===== config.mk =====
export PLATFORM = sky130hd
export DESIGN_NAME = piso_serializer
export DESIGN_NICKNAME = d
export VERILOG_FILES = /design/src/rtl/piso_serializer.sv
export SDC_FILE = /design/constraint.sdc
export NUM_CORES = 1
export LEC_CHECK = 0
export CAP_MARGIN = 0
export CORE_MARGIN = 2
export CORE_UTILIZATION = 45
export DETAILED_ROUTE_END_ITERATION = 8
export PLACE_DENSITY = 0.83
export SLEW_MARGIN = 20
export SYNTH_ARGS = -nofsm -noshare
export SYNTH_HDL_FRONTEND = slang
export SYNTH_SLANG_ARGS = --single-unit

===== constraint.sdc =====
create_clock -name clk -period 2.7 [get_ports clk]
set_clock_uncertainty 0.15 [all_clocks]
set_input_delay 0.81 -clock clk [delete_from_list [all_inputs] [get_ports clk]]
set_output_delay 0.81 -clock clk [all_outputs]
set_load 0.05 [all_outputs]

===== src/rtl/piso_serializer.sv =====
// Parallel-in/serial-out serializer: WIDTH-bit word out MSB-first as WIDTH/LANES beats of LANES bits.
// Optional SER_PARITY_EN appends one even-parity beat after the data beats.
//
// state | meaning
// IDLE  | no word held, ready for a new word
// SHIFT | presenting beats of the held word on data_o
module piso_serializer #(
    parameter int WIDTH = 8,
    parameter int LANES = 1
) (
    input  logic             clk,
    input  logic             reset,
    input  logic [WIDTH-1:0] data_i,
    input  logic             valid_i,
    output logic             ready_o,
    output logic [LANES-1:0] data_o,
    output logic             valid_o,
    input  logic             ready_i,
    output logic             last_o
);

    localparam int BEATS = WIDTH / LANES;
`ifdef SER_PARITY_EN
    localparam int LOAD_CNT = BEATS + 1;
    localparam int CW = $clog2(BEATS + 2);
`else
    localparam int LOAD_CNT = BEATS;
    localparam int CW = $clog2(BEATS + 1);
`endif

    if (WIDTH < 2 || LANES < 1 || (WIDTH % LANES) != 0 || LANES > WIDTH / 2) begin : g_bad_params
        $error("piso_serializer: WIDTH must be >= 2 and a multiple of LANES, 1 <= LANES <= WIDTH/2");
    end

    typedef enum logic {IDLE, SHIFT} state_t;

    state_t           state;
    logic [WIDTH-1:0] sreg;
    logic [CW-1:0]    cnt;
    logic             load;
    logic             final_xfer;

    assign valid_o    = (state == SHIFT);
    assign last_o     = valid_o && (cnt == CW'(1));
    // ready_i reaches ready_o only through the final-beat term, so a word can follow without a bubble
    assign ready_o    = reset && ((state == IDLE) || (last_o && ready_i));
    assign load       = valid_i && ready_o;
    assign final_xfer = last_o && ready_i;

`ifdef SER_PARITY_EN
    logic             par;
    logic [LANES-1:0] par_beat;

    always_comb begin
        par_beat          = '0;
        par_beat[LANES-1] = par;
        data_o            = last_o ? par_beat : sreg[WIDTH-1 -: LANES];
    end

    always_ff @(posedge clk) begin
        if (!reset) begin
            par <= 1'b0;
        end else if (load) begin
            par <= ^data_i;
        end else if (final_xfer) begin
            par <= 1'b0;
        end
    end
`else
    assign data_o = sreg[WIDTH-1 -: LANES];
`endif

    always_ff @(posedge clk) begin
        if (!reset) begin
            state <= IDLE;
            sreg  <= '0;
            cnt   <= '0;
        end else if (load) begin
            state <= SHIFT;
            sreg  <= data_i;
            cnt   <= CW'(LOAD_CNT);
        end else if (final_xfer) begin
            state <= IDLE;
            sreg  <= '0;
            cnt   <= '0;
        end else if (valid_o && ready_i) begin
            sreg <= sreg << LANES;
            cnt  <= cnt - CW'(1);
        end
    end

endmodule


# ---- Word level (Yosys, flattened, before mapping)
# Index checks and enable logic that the tools add are counted.
# Widths: inputs -> output; s select.
dict set report classes {
  addsub 1
  n_eq_ne 1
  n_mux 8
  bitwise_logic 2
  n_reduce_logical 9
}
# operator n
set op_table {}
lappend op_table {{$mux 8} 3}
lappend op_table {{$mux 4} 3}
lappend op_table {{$logic_and 1x1->1} 5}
lappend op_table {{$eq 4x1->1 const B} 1}
lappend op_table {{$sub 4x1->4 const B} 1}
lappend op_table {{$reduce_bool 3->1} 1}
lappend op_table {{$reduce_or 3->1} 1}
lappend op_table {{$mux 1} 2}
lappend op_table {{$not 1->1} 2}
lappend op_table {{$reduce_bool 2->1} 1}
lappend op_table {{$logic_or 1x1->1} 1}
dict set report totals {
  register_bits 13
}

# ---- Logic depth before layout (Yosys ltp)
dict set report logic_depth {
  word_depth 7
  depth_mapped 6
}

# ---- Worst setup path before layout
# No wires, ideal clock.
dict set report synth_path {
  kind {input -> output}
  from {input reset}
  to {output ready_o}
  arrival_ps 2236
  required_ps 1740
  setup_slack_ps -496
  cell_stages 2
  n_path_buf 1
  cell_sequence {clkbuf_1 -> a21boi_0}
}
dict set report synth_via {
  elab_chain_cells 1
}
# element line_no
set synth_rtl {}
lappend synth_rtl {{from (decl)} 12} ;# input logic reset,
lappend synth_rtl {{$logic_and 1x1->1} 46} ;# assign ready_o = reset && ((state == IDLE) || (last_o && ready_i));
lappend synth_rtl {{to (decl)} 15} ;# output logic ready_o,
# Every way passes these cells.

# ---- Worst setup path in the final report
# Ends and elaborated chain as after synthesis.

==> flow_metrics.py <==
metrics = {
    "timing": {
        "tns_ns": 0,
        "hold_ws_ns": 0.321,
        "fin_ws_ns": 0.0497,
        "slew_headroom_pct": 62.8,
        "fin_crit_ns": 2.65,
        "slew_violations": 0,
        "grt_setup_unrepaired": "false",
        "tightest_slew_ns": 0.543,
        "setup-violations-final": 0,
        "hold_violations": 0,
        "fmax_mhz": 377,
        "fin_crit_sh_pct": 98.2,
    },
    "placed_design": {
        "io_buffers": 15,
        "dp.cells": 118,
        "dp_slack_ns": -0.0731,
        "dpl_cell_area_sq_um": 925,
        "gp_congestion": 0.797,
    },
    "die": {
        "die_w_um": 44.3,
        "rows": 14,
        "dieArea_sq_um": 1970,
        "start_util_pct": 48.0,
        "ios": 16,
        "coreArea_sq_um": 1520,
        "die_h_um": 44.3,
    },
    "route": {
        "routed_wl_um": 1770,
        "viasPerCell": 5.85,
        "drtAntennaViolNets": 0,
        "firstDrtPassIters": 4,
        "drtIter0Drc": 13,
        "detail_route.wl_per_cell_um": 14.4,
        "via_count": 720,
        "drc": 0,
    },
    "yosys": {
        "ys.warnings.count": 0,
        "yosys.cell_types.count": 30,
        "synthAdderAreaFrac_pct": 3.42,
        "syn_area_sq_um": 732,
        "synth_top_family_by_area": "compound AO/OA/AOI/OAI gates",
        "synth_xor_xnor_area_share_pct": 1.20,
        "ys_top_cells_by_count": "dfxtp_1 (13), nand2_1 (13), a21oi_1 (10)",
        "yosysTopAreaCell": "dfxtp_1",
        "synth_top_area_share_pct": 35.6,
        "synth_edf_count": 0,
        "synthMuxAreaShare_pct": 2.91,
        "syn-instance-count": 89,
        "async_flop_share_pct": 0,
        "syn_avg_cell_area_sq_um": 8.22,
        "seq_area_frac_synth_pct": 35.6,
        "synthSimpleGateAreaFrac_pct": 19.8,
        "synth_area_leaders": "dfxtp_1 (36%), a21oi_1 (6.8%), a32o_1 (6.8%)",
        "synth_nets": 103,
        "ys_seq_elements": 13,
        "synthFlopType": "dfxtp_1",
        "synth-compound-area-share_pct": 29.6,
    },
    "setup_path": {
        "worstPathArrival_ns": 1.69,
        "critPathSlowestCell": "clkdlybuf4s50_1",
        "critical_path_class": "in2out",
        "endpoint_kind": "output pin",
        "cp_max_fo": 2,
        "cp.required_ns": 1.74,
        "crit_path_max_incr_delay_ns": 0.50,
        "crit_path_start_kind": "primary input",
        "worstPathCellList": "clkdlybuf4s50_1 > a21boi_2 > buf_12",
    },
    "clocking": {
        "clkTransAtPathRegs_ns": 0.09,
        "cts_tree": "done",
        "clockBufferDepth": 2,
        "clock_latency_ns": 0.29,
        "hold_buffers": 0,
        "cts.sinks": 13,
        "cts_buffers": 3,
        "ctsRootBufferMaster": "clkbuf_4",
        "cts.htree.levels": 1,
    },
    "global_route": {
        "antenna_found_initial": 0,
        "gr-total-overflow": 0,
        "grt_max_degree": 15,
        "grt_pass1_vias": 682,
        "grt_util_all_layers_pct": 20.9,
        "grt_pass1_wl_um": 2950,
    },
    "cells_and_area": {
        "fin_cells": 123,
        "final_area_sq_um": 962,
        "fin_util_pct": 63.1,
        "n_antenna_cell": 0,
        "fin_nets": 122,
        "nFillCells": 134,
        "drive_gt1_share_pct": 15.0,
        "synthToLayoutAreaGrowth_pct": 31.5,
    },
    "run_status": {
        "status": "complete, no violations",
    },
    "pwr": {
        "p_leak_nw": 0.373,
        "power_density_nw_per_um2": 474,
        "vdd_drop_max_uv": 214,
        "p_total_mw": 0.456,
    },
    "run": {
        "max-cap-violations": 0,
    },
    "worst_hold_path": {
        "min_path_type": "reg2reg",
    },
}
## layer usage
layer  vias up  track usage [%]  wire [um]
li1        356                -          -
met1       346             21.7        723
met2        13             38.5        953
met3         5             7.35         71
met4         0             7.27         25
met5         -                0          0
## flip-flops by register name, summed over array words and instances, names as in the netlist
| signal | count |
|---|---|
| cnt | 4 |
| valid_o | 1 |
| sreg | 8 |
## logic make-up after synthesis
logic type / after synthesis
AOI/OAI and AO/OA: 31
xor gates and xnor gates: 1
adders and majority gates: 2
buffers and inverters: 12
DFF: 13
muxes: 2
and+or+nand+nor: 28
## worst max-delay path: cells and delay by family
family	cells	cell delay, ns
buf+inv	2	0.66
compound gates	1	0.22
## cell type report
type	count	area, sq um	area share (%)
Timing Repair Buffer	21	211	22.0
Sequential cell	13	260	27.0
Clock buffer	4	26.3	2.73
Multi-Input combinational cell	64	425	44.2
Tap cell	16	20.0	2.08
Inverter	5	18.8	1.95
## power by group
group / switching (mW) / internal [mW] / leakage (nW) / total (mW)
Clock: 0.0683 / 0.0574 / 0.0150 / 0.126
Combinational: 0.0555 / 0.0555 / 0.251 / 0.111
Sequential: 0.0138 / 0.205 / 0.107 / 0.219
## cells in the final DEF (no fill, tap or decap), types with 2 or more instances in the layout
master	Yosys	final
inv_1	5	5
clkbuf_4	0	3
nand3_1	3	3
a32o_1	5	5
o21a_1	6	6
o21ai_0	3	3
and2_1	3	3
ha_1	2	2
dfxtp_1	13	13
clkdlybuf4s50_1	0	11
nand2_1	13	13
a21oi_1	10	10
a221oi_1	2	2
buf_4	0	7
buf_12	0	2
## final timing paths
check	start	endpoint	slack [ns]	cells after the start
hold / removal	sreg[6]	sreg[7]	0.32	2
setup reg to reg	cnt[0]	sreg[4]	0.81	4
setup / recovery	reset	ready_o	0.05	3
hold reg to reg	sreg[6]	sreg[7]	0.32	2
## timing repair
| item | 4_1_cts | 5_1_grt |
|---|---|---|
| setup buffers | 1 | 0 |
| pin swaps | 1 | 0 |
| setup endpoints to repair | 1 | 1 |
| endpoints found under the hold margin | 0 | 0 |
| gates resized for setup | 1 | 1 |
| cloned | 0 | 0 |
(Power assumes the default switching activity.)
